File: src/rtl/parity_frame_rx.sv
// Serial start/data/parity/stop frame receiver. Deserialises one bit per clock
// LSB-first and checks the received parity against the XOR of the data bits.
module parity_frame_rx #(
  parameter int DATA_W = 3,
  parameter int ODD    = 0
) (
  input  logic              clk,
  input  logic              rst_n,
  input  logic              in,
  output logic [DATA_W-1:0] out,
  output logic              out_valid,
  output logic              perr,
  output logic              ferr,
  output logic              busy
);
  localparam int   CW    = $clog2(DATA_W + 1);
  localparam logic ODD_B = (ODD != 0);

  typedef enum logic [1:0] {IDLE, DATA, PARITY, STOP} state_t;

  state_t            state_q;
  logic [CW-1:0]     cnt_q;
  logic [DATA_W-1:0] data_q, shift_d;
  logic              acc_q, par_q;
  logic [DATA_W-1:0] out_q;
  logic              valid_q, perr_q, ferr_q;

  // New bits enter at the MSB so the first data bit ends up at bit 0.
  always_comb begin
    shift_d             = data_q >> 1;
    shift_d[DATA_W-1]   = in;
  end

  always_ff @(posedge clk or negedge rst_n) begin
    if (!rst_n) begin
      state_q <= IDLE;
      cnt_q   <= '0;
      data_q  <= '0;
      acc_q   <= 1'b0;
      par_q   <= 1'b0;
      out_q   <= '0;
      valid_q <= 1'b0;
      perr_q  <= 1'b0;
      ferr_q  <= 1'b0;
    end else begin
      valid_q <= 1'b0;
      case (state_q)
        IDLE: begin
          if (!in) begin
            data_q  <= '0;
            cnt_q   <= '0;
            acc_q   <= 1'b0;
            state_q <= DATA;
          end
        end
        DATA: begin
          data_q <= shift_d;
          acc_q  <= acc_q ^ in;
          cnt_q  <= cnt_q + CW'(1);
          if (cnt_q == CW'(DATA_W - 1)) state_q <= PARITY;
        end
        PARITY: begin
          par_q   <= in;
          state_q <= STOP;
        end
        STOP: begin
          // A bad stop bit still reports the frame; ferr flags it.
          out_q   <= data_q;
          perr_q  <= acc_q ^ par_q ^ ODD_B;
          ferr_q  <= ~in;
          valid_q <= 1'b1;
          state_q <= IDLE;
        end
        default: state_q <= IDLE;
      endcase
    end
  end

  assign out       = out_q;
  assign out_valid = valid_q;
  assign perr      = perr_q;
  assign ferr      = ferr_q;
  assign busy      = (state_q != IDLE);
endmodule

File: config.mk
export PLATFORM = sky130hd
export DESIGN_NAME = parity_frame_rx
export DESIGN_NICKNAME = d
export VERILOG_FILES = /design/src/rtl/parity_frame_rx.sv
export SDC_FILE = /design/constraint.sdc
export NUM_CORES = 1
export LEC_CHECK = 0
export CAP_MARGIN = 25
export CORE_MARGIN = 10
export CORE_UTILIZATION = 41
export CTS_BUF_LIST = sky130_fd_sc_hd__clkbuf_8
export CTS_CLUSTER_DIAMETER = 200
export DETAILED_ROUTE_END_ITERATION = 8
export PLACE_DENSITY = 0.71
export SYNTH_ARGS = -nofsm -noshare
export SYNTH_HDL_FRONTEND = slang
export SYNTH_SLANG_ARGS = --single-unit
export TNS_END_PERCENT = 5
File: constraint.sdc
create_clock -name clk -period 2.63 [get_ports clk]
set_input_delay 0.526 -clock clk [delete_from_list [all_inputs] [get_ports clk]]
set_output_delay 0.526 -clock clk [all_outputs]
set_load 0.01 [all_outputs]
# Yosys cells after proc, flatten, opt, wreduce, memory -nomap -nowiden
# Cells that the tools add are included.
# totals
register_bits	15
in_bits	3
out_inout_bits	7
word_cells	34
# classes
add_sub_neg	1
eq_ne	6
mux	10
n_bitwise	3
n_reduce_logical	5
# op_table
cell	count
$pmux 2 s4	1
$eq 2x2->1 const B	3
$mux 2	3
$pmux 3 s2	1
$ne 2x2->1 const B	2
$pmux 2 s2	1
$reduce_and 2->1	2
$reduce_bool 2->1	2
$mux 3	1
$add 2x1->2 const B	1
$eq 2x1->1 const B	1
$logic_not 2->1	1
$mux 1	2
$pmux 1 s2	1
$xor 1x1->1	2
$not 1->1	1

# Depth between registers and ports, before layout
# Gate-level depths: netlist (run 1).
# depth
ltp_word	3
mapped_depth	5
depth_no_buf	5

# Worst setup path after synthesis (run 1)
# OpenSTA, ideal clock, no wires.
# synth_path
path_kind	register to register
startpoint	reg state_q[1]
endpoint	reg state_q[1]
setup_ns	0.125
arrival_ns	1.265
required_time_ns	2.505
setup_slack_ns	1.241
path_stages_with_launch	6
n_path_buf	0
synth_period_minus_slack_ns	1.389
cell_sequence	dfrtp_1 > inv_1 > ha_1 > nor2b_1 > a21oi_1 > mux2_2
# synth_via
elab_chain_cells	3
elab_cells_between_ends	8
classes_between	eq/ne (5); mux (1); reduce/logical (2)
# synth_rtl
item	line_no	source
start: declaration	21	state_t state_q;
start signal: assignment	36	state_q <= IDLE;
start signal: assignment	53	state_q <= DATA;
start signal: assignment	60	if (cnt_q == CW'(DATA_W - 1)) state_q <= PARITY;
$eq 2x1->1 / $logic_not 2->1 (equally long branches)	47	case (state_q)
$ne 2x2->1 (no source line)	-	
$reduce_and 2->1 (no source line)	-	
# Parallel ways exist; a longest one is shown, timed or not.
# A chain may end at the register's enable or synchronous reset.

# Worst setup path in the final report (run 1)
# layout_path
startpoint	reg state_q[0]
endpoint	out busy
# layout_via
elab_chain_cells	1
# layout_rtl
item	line_no	source
$reduce_bool 2->1	83	assign busy = (state_q != IDLE);
end: declaration	14	output logic busy
# Every way passes these cells.

==> flow_metrics.tcl, run 1 <==
set metrics [dict create \
    post_cts_buffers 0 \
    synth-seq-cells 15 \
    p_switching_mw 0.3481 \
    r2r_setup_slack_ns 1.09 \
    grt_setup_unrepaired "no" \
    synth_nets 67 \
    drc 0 \
    numClockSinks 15 \
    fin_cells 86 \
    finalHoldViolCount 0 \
    reg2reg_from "state_q[1]" \
    dp.cells 82 \
    tightest_slew_ns 0.6579 \
    via_per_inst 4.965 \
    wire_per_inst_um 13.15 \
    htreeDepth 1 \
    setup_violations 0 \
    start_util_pct 44.54 \
    die_x_um 61.16 \
    p_seq_share_pct 36.7 \
    cts_made_buffers 3 \
    finalClockSkew_ns 0.004235 \
    dieArea_mm2 0.003740 \
    status "finished, final reports clean" \
    drt-initial-drc-count 5 \
    endpoint_kind "primary output" \
    cts_resized 0 \
    portBuffers 9 \
    pwr-share-clk_pct 18.4 \
    hold_depth 1 \
    fillers 139 \
    grt_overflow_total 0 \
    critical_path_class "flop to primary output" \
    startpoint "state_q[0]" \
    dpl_cell_area_um2 800.8 \
    yosysWarningCount 0 \
    io_pins 10 \
    cts-root-buf "clkbuf_8" \
    holdBufCountCts 0 \
    setup_tns_ns 0 \
    relSlewSlack_pct 56.01 \
    netlist_instances 58 \
    dr.pass1.iters 4 \
    finalMaxSlewViolations 0 \
    post-route-cell-area_um2 847.1 \
    grt_start_max_net_pins 16 \
    nNetsFinal 80 \
    p_leak_nw 0.4120 \
    path_max_fanout 7 \
    p_per_area_mw_per_mm2 1201 \
    synth_area_um2 694.4 \
    hold_start "data_q[0]" \
    antenna_found_initial 0 \
    ant_nets 0 \
    ys_seq_area_share_pct 54.05 \
    cp-start-kind "flop" \
    core_area_mm2 0.001559 \
    p_comb_share_pct 44.9 \
    area.growth.synth_to_final_pct 21.98 \
    drive_gt1_share_pct 14.29 \
    clock_path_buffers 2 \
    num_vias 427 \
    reg2regPathDepth 5 \
    n_antenna_cell 0 \
    utilization_pct 54.33 \
    grt_pass1_vias 385 \
    rows 14 \
    track_usage_pct 6.566 \
    fin_crit_ns 2.178 \
    reg2reg_to "state_q[1]" \
    switching_share_pct 34.21 \
    peakVddDrop_v 0.0007147 \
    hold_end "out[0]" \
    synth.avg_cell_area_um2 11.97 \
    p_int_mw 0.6694 \
    clkTransAtPathRegs_ns 0.06 \
    die_h_um 61.16 \
    cts_tree "yes" \
    drv_cap 0 \
    grt_pass1_wl_mm 1.780 \
    timing.final.crit_share_pct 82.80 \
    cp.arrival_ns 1.65 \
    fmax_ghz 0.4592 \
    hpwl_um 853.2 \
    routed_wl_mm 1.131 \
    clkLatencyLatePin_ns 0.25 \
    hp-class "flop to flop" \
    gp_congestion 0.7049 \
    yosysUniqueCellTypes 19 \
    crit_required_ns 2.10 \
]
[metal layers]
| metal | global-route usage, % | vias up | share of wire (%) |
|---|---|---|---|
| li1 | - | 216 | - |
| met1 | 7.049 | 195 | 45 |
| met2 | 9.467 | 11 | 42 |
| met3 | 4.938 | 5 | 12 |
| met4 | 2.932 | 0 | 2.1 |
| met5 | 0 | - | 0 |
[through the flow]
stage | setup WS [ns] | hold slack, ns | total power, mW
4_1_cts | 0.4283 | 0.5093 | 1.036
6_report | 0.4524 | 0.5049 | 1.017
2_1_floorplan | 1.241 | 0.2304 | 0.6797
5_1_grt | 0.3304 | 0.5145 | 1.097
3_3_place_gp | 0.7595 | 0.4899 | 0.8248
3_5_place_dp | 0.7193 | 0.4919 | 0.8427
[synthesized netlist by cell type]
library cell / count / area (um2)
mux2i_1: 3 / 30.03
o21ai_1: 1 / 5.000
a22o_1: 1 / 8.760
dfrtp_1: 15 / 375.4
and2_1: 1 / 6.260
inv_1: 8 / 30.03
ha_1: 6 / 75.07
clkbuf_1: 1 / 3.750
nor2_1: 2 / 7.510
nand2_1: 3 / 11.26
a21oi_1: 3 / 15.01
nor2b_1: 2 / 12.51
a32o_1: 1 / 10.01
nor3_1: 1 / 5.000
xnor2_1: 1 / 8.760
nand2b_1: 1 / 6.260
o32a_1: 1 / 10.01
mux2_2: 6 / 67.56
and3_1: 1 / 6.260
[how the worst max path moves through the flow]
| stage | to | slack [ns] | cells past startpoint |
|---|---|---|---|
| finish | busy | 0.45 | 4 |
| global route | busy | 0.33 | 4 |
| CTS | busy | 0.43 | 4 |
| detailed placement | busy | 0.72 | 4 |
| global placement | busy | 0.76 | 4 |
| floorplan | state_q[1] | 1.24 | 5 |
[sequential cells by signal (all words and copies together), names as in the netlist]
register / cells
cnt_q: 2
ferr: 1
perr: 1
par_q: 1
out: 3
data_q: 3
acc_q: 1
state_q: 2
out_valid: 1
[power groups by stage]
stage / logic, mW / clock network, mW / registers, mW
final: 0.457 / 0.187 / 0.373
after global routing: 0.506 / 0.205 / 0.386
after CTS: 0.466 / 0.195 / 0.375
after detailed placement: 0.463 / 0 / 0.379
after global placement: 0.449 / 0 / 0.376
after floorplan: 0.292 / 0 / 0.387
[placed cells by master, fill, tap and decap left out, drive strengths merged, types with 2 or more instances in the layout]
| cell type | instances |
|---|---|
| a21oi | 3 |
| clkbuf | 3 |
| clkdlybuf4s50 | 9 |
| dfrtp | 15 |
| ha | 6 |
| inv | 8 |
| mux2 | 6 |
| mux2i | 3 |
| nand2 | 3 |
| nor2 | 2 |
| nor2b | 2 |
[cell type report]
type | instances | area, um2 | area share [%]
tap | 16 | 20.02 | 2.363
timing repair buffer | 9 | 90.09 | 10.64
clock inverter | 1 | 5.005 | 0.5908
multi-input combinational | 34 | 285.3 | 33.68
clock buffer | 3 | 41.29 | 4.874
sequential | 15 | 375.4 | 44.31
inverter | 8 | 30.03 | 3.545
[worst max-delay path: stages (launching register included)]
cell             delay [ns]
dfrtp_1                0.42
inv_1                  0.08
ha_1                   0.29
inv_1                  0.08
clkdlybuf4s50_1        0.53
[cells by family (layout without fill, tap and decap cells)]
logic type / count (synthesis) / count (layout) / share of synthesized area (%)
AOI/OAI and AO/OA: 7 / 7 / 7.026
DFF: 15 / 15 / 54.05
muxes: 9 / 9 / 14.05
xor gates and xnor gates: 1 / 1 / 1.261
and+or+nand+nor: 11 / 11 / 7.929
buffers and inverters: 9 / 21 / 4.865
adders and majority gates: 6 / 6 / 10.81
No activity file was read; power rests on OpenSTA's default activity.
==> run 2: changes to the inputs <==
PLACE_DENSITY = 0.73   (was 0.71)
clock period = 1.9 ns   (was 2.63 ns; I/O delays follow)
==> run 2 against run 1 <==
- via count rose by 2.8%
- clock power grew 30%
- critical path depth rose by 1
- design area is 4.3% higher
- clock-buffer cell count unchanged
- setup slack got worse by 0.13 ns
- final cell count up 3.5%
- non-clock buffer count is 3 higher
- worst hold slack worse by 0.051 ns
- combinational power is 54% higher
- largest power group unchanged
==> flow_metrics.tcl, run 2 (synthesized netlist as in run 1, its figures left out) <==
set metrics [dict create \
    status "finished, final reports clean" \
    drc 0 \
    relSlewSlack_pct 69.48 \
    path_cells "buf_4 -> ha_1 -> nor2b_1 -> a21oi_1 -> mux2_2" \
    tightest_slew_ns 0.4547 \
    final_common_cell "dfrtp_1" \
    peakVddDrop_v 0.0008642 \
    p_seq_share_pct 34.7 \
    clock_path_buffers 2 \
    htreeDepth 1 \
    finalMaxSlewViolations 0 \
    cp_slowest_cell "dfrtp_1" \
    cp.arrival_ns 1.71 \
    dieArea_mm2 0.003740 \
    track_usage_pct 7.296 \
    finalClockSkew_ns 0.002675 \
    portBuffers 9 \
    cp_num_buf_inv 1 \
    cp-start-kind "flop" \
    wl_met3_um 130 \
    dp.cells 83 \
    antenna_found_initial 0 \
    grt_pass1_wl_mm 2.056 \
    wire_per_inst_um 13.12 \
    nNetsFinal 83 \
    setup_tns_ns 0 \
    clkLatencyLatePin_ns 0.24 \
    fmax_ghz 0.6327 \
    gp_congestion 0.7671 \
    finalHoldViolCount 0 \
    cp_top_family "flip-flops" \
    dr.pass1.iters 4 \
    setup_violations 0 \
    cts-root-buf "clkbuf_8" \
    clkTransAtPathRegs_ns 0.06 \
    routed.top_layer "met3" \
    routedLengthMet1_um 566 \
    p_per_area_mw_per_mm2 1646 \
    regArea_um2 375.4 \
    num_vias 439 \
    post-route-cell-area_um2 883.3 \
    routed_wl_mm 1.168 \
    hpwl_um 845.5 \
    area.growth.synth_to_final_pct 27.21 \
    grt_start_max_net_pins 16 \
    switching_share_pct 33.50 \
    drt-initial-drc-count 8 \
    dpl_cell_area_um2 808.3 \
    p_switching_mw 0.4870 \
    grt_overflow_total 0 \
    rows 14 \
    critical_path_class "flop to flop" \
    pwr-share-clk_pct 16.8 \
    grt_setup_unrepaired "no" \
    cts_made_buffers 3 \
    drv_cap 0 \
    numClockSinks 15 \
    crit_required_ns 2.02 \
    die_h_um 61.16 \
    timing.final.crit_share_pct 83.18 \
    io_pins 10 \
    fin_cells 89 \
    hp-class "input port to async pin" \
    n_antenna_cell 0 \
    p_leak_nw 0.4327 \
    p_comb_share_pct 48.5 \
    core_area_mm2 0.001559 \
    via_per_inst 4.933 \
    start_util_pct 44.54 \
    cts_tree "yes" \
    fin_crit_ns 1.580 \
    die_x_um 61.16 \
    ant_nets 0 \
    critPathMaxStageDelay_ns 0.38 \
    layout_common_cells "15 x dfrtp_1, 9 x inv_1, 8 x clkdlybuf4s50_1" \
    route.met2.wl_um 472 \
    utilization_pct 56.66 \
    endpoint_kind "flop" \
    grt_pass1_vias 467 \
    drive_gt1_share_pct 17.81 \
    fillers 139 \
    path_max_fanout 4 \
    multi_input_area_um2 297.8 \
    p_int_mw 0.9668 \
]
## run 2: routing by layer
metal	vias up	GRT usage [%]
li1	227	-
met1	202	9.255
met2	10	10.50
met3	0	3.292
met4	0	2.932
met5	-	0
## run 2: layout make-up
cell class	count	share of cell area (%)
multi-input combinational	34	33.71
inverter	8	3.399
timing repair buffer	12	13.03
clock buffer	3	4.674
clock inverter	1	0.4249
sequential	15	42.49
tap	16	2.266
## run 2: repair_timing
item | 4_1_cts | 5_1_grt
endpoints found under the setup margin | 1 | 1
gates resized for setup | 2 | 1
buffers inserted | 2 | 0
gates cloned | 0 | 0
hold buffers | 0 | 0
## run 2: final timing paths
check | slack [ns] | startpoint | endpoint | cells after the start
max | 0.32 | state_q[0] | state_q[1] | 5
min | 0.45 | rst_n | out[0] | 2
max reg2reg | 0.32 | state_q[0] | state_q[1] | 5
min reg2reg | 0.50 | out[1] | out[1] | 1
max in group asynchronous | 1.27 | rst_n | perr | 2
min in group clk | 0.50 | out[1] | out[1] | 1
## run 2: metrics by stage
step	hold WS [ns]	setup slack, ns	power [mW]
after floorplan	0.08441	0.5105	0.9409
after global placement	0.4915	0.1756	1.143
after detailed placement	0.4960	0.1374	1.158
after CTS	0.4621	0.05341	1.472
after global routing	0.4836	0.2373	1.579
final	0.4544	0.3195	1.454
## run 2: power by group through the flow
stage	Combinational (mW)	Clock (mW)	Sequential [mW]
4_1_cts	0.715	0.254	0.503
5_1_grt	0.791	0.267	0.521
3_3_place_gp	0.626	0	0.517
6_report	0.706	0.244	0.504
2_1_floorplan	0.405	0	0.536
3_5_place_dp	0.633	0	0.525
==> run 3: changes to the inputs <==
PLACE_DENSITY = 0.71   (was 0.73)
clock period = 1.65 ns   (was 1.9 ns; I/O delays follow)
==> run 3 against run 2 <==
- clock-buffer cell count unchanged
- sequential power is 16% higher
- non-clock buffer count increased by 2
- setup slack worse by 0.21 ns
- critical path type is now flop to primary output
==> flow_metrics.tcl, run 3 (synthesized netlist as in run 1, its figures left out) <==
set metrics [dict create \
    fin_cells 91 \
    setup_violations 0 \
    grt_pass1_vias 449 \
    cts_made_buffers 3 \
    nNetsFinal 85 \
    core_area_mm2 0.001559 \
    grt_pass1_wl_mm 1.814 \
    total_power_mw 1.643 \
    setup_tns_ns 0 \
    track_usage_pct 6.453 \
    grt_start_max_net_pins 16 \
    finalMaxSlewViolations 0 \
    htreeDepth 1 \
    hp-class "input port to async pin" \
    status "finished, final reports clean" \
    dieArea_mm2 0.003740 \
    finalHoldViolCount 0 \
    dr.pass1.iters 4 \
    finalClockSkew_ns 0.0007401 \
    holdBufCountCts 0 \
    die_h_um 61.16 \
    timing.final.crit_share_pct 93.14 \
    cts_resized 1 \
    post_cts_buffers 0 \
    dp.cells 87 \
    reg2reg_from "state_q[0]" \
    drive_gt1_share_pct 18.67 \
    fillers 134 \
    gp_congestion 0.6893 \
    clock_path_buffers 2 \
    cts-root-buf "clkbuf_8" \
    clkTransAtPathRegs_ns 0.06 \
    drc 0 \
    die_x_um 61.16 \
    cp-start-kind "flop" \
    grt_setup_unrepaired "no" \
    peakVddDrop_v 0.0009667 \
    startpoint "state_q[0]" \
    crit_required_ns 1.32 \
    grt_overflow_total 0 \
    area.growth.synth_to_final_pct 27.03 \
    via_per_inst 5.132 \
    fin_crit_ns 1.537 \
    io_pins 10 \
    num_vias 467 \
    n_antenna_cell 0 \
    fmax_ghz 0.6507 \
    cp.arrival_ns 1.21 \
    tightest_slew_ns 0.4495 \
    layout_common_cells "15 x dfrtp_1, 9 x inv_1, 8 x clkdlybuf4s50_1" \
    p_per_area_mw_per_mm2 1863 \
    rows 14 \
    wire_per_inst_um 12.73 \
    numClockSinks 15 \
    relSlewSlack_pct 69.83 \
    start_util_pct 44.54 \
    cts_tree "yes" \
    final_common_cell "dfrtp_1" \
    drt-initial-drc-count 4 \
    antenna_found_initial 0 \
    dpl_cell_area_um2 838.3 \
    hpwl_um 895.6 \
    portBuffers 9 \
    clkLatencyLatePin_ns 0.24 \
    post-route-cell-area_um2 882.1 \
    critical_path_class "flop to primary output" \
    ant_nets 0 \
    endpoint_kind "primary output" \
    path_max_fanout 3 \
    drv_cap 0 \
    routed_wl_mm 1.158 \
    p_leak_nw 0.4375 \
]
-- run 3: final timing paths --
kind / end / slack, ns / cells past startpoint
setup reg to reg: data_q[1] / 0.15 / 4
hold reg to reg: out[2] / 0.50 / 1
max in group asynchronous: perr / 1.08 / 2
setup / recovery: busy / 0.11 / 4
min in group clk: out[2] / 0.50 / 1
hold / removal: out[0] / 0.40 / 2
-- run 3: through the flow --
step           util, %  hold WS (ns)  setup slack, ns
3_5_place_dp     53.77        0.4943          0.09411
3_3_place_gp     53.77        0.4893           0.1337
6_report         56.58        0.3998           0.1132
4_1_cts          56.58        0.4081          0.09642
2_1_floorplan        -       0.03441           0.2605
5_1_grt          56.58        0.4114          0.04043
-- run 3: layer usage --
| layer | GRT usage [%] | share of wire, % |
|---|---|---|
| met1 | 7.692 | 45 |
| met2 | 9.911 | 46 |
| met3 | 2.675 | 8.0 |
| met4 | 2.932 | 0.78 |
| met5 | 0 | 0 |
-- run 3: area by class of cell --
type	instances	area, um2	area share, %
multi-input cells	34	285.3	32.34
clock buffers	3	41.29	4.681
inverters	8	30.03	3.404
clock inverters	1	3.754	0.4255
repair buffers	14	126.4	14.33
well taps	16	20.02	2.270
flip-flops and latches	15	375.4	42.55
-- run 3: power by group --
group          internal, mW  switching (mW)
Sequential            0.510          0.0742
Clock                 0.164           0.115
Combinational         0.424           0.355
Total                  1.10           0.545
-- run 3: worst max-delay path: stages, from the launching register on --
cell	delay, ns
dfrtp_1	0.40
inv_1	0.09
ha_1	0.17
inv_1	0.04
dlygate4sd2_1	0.27
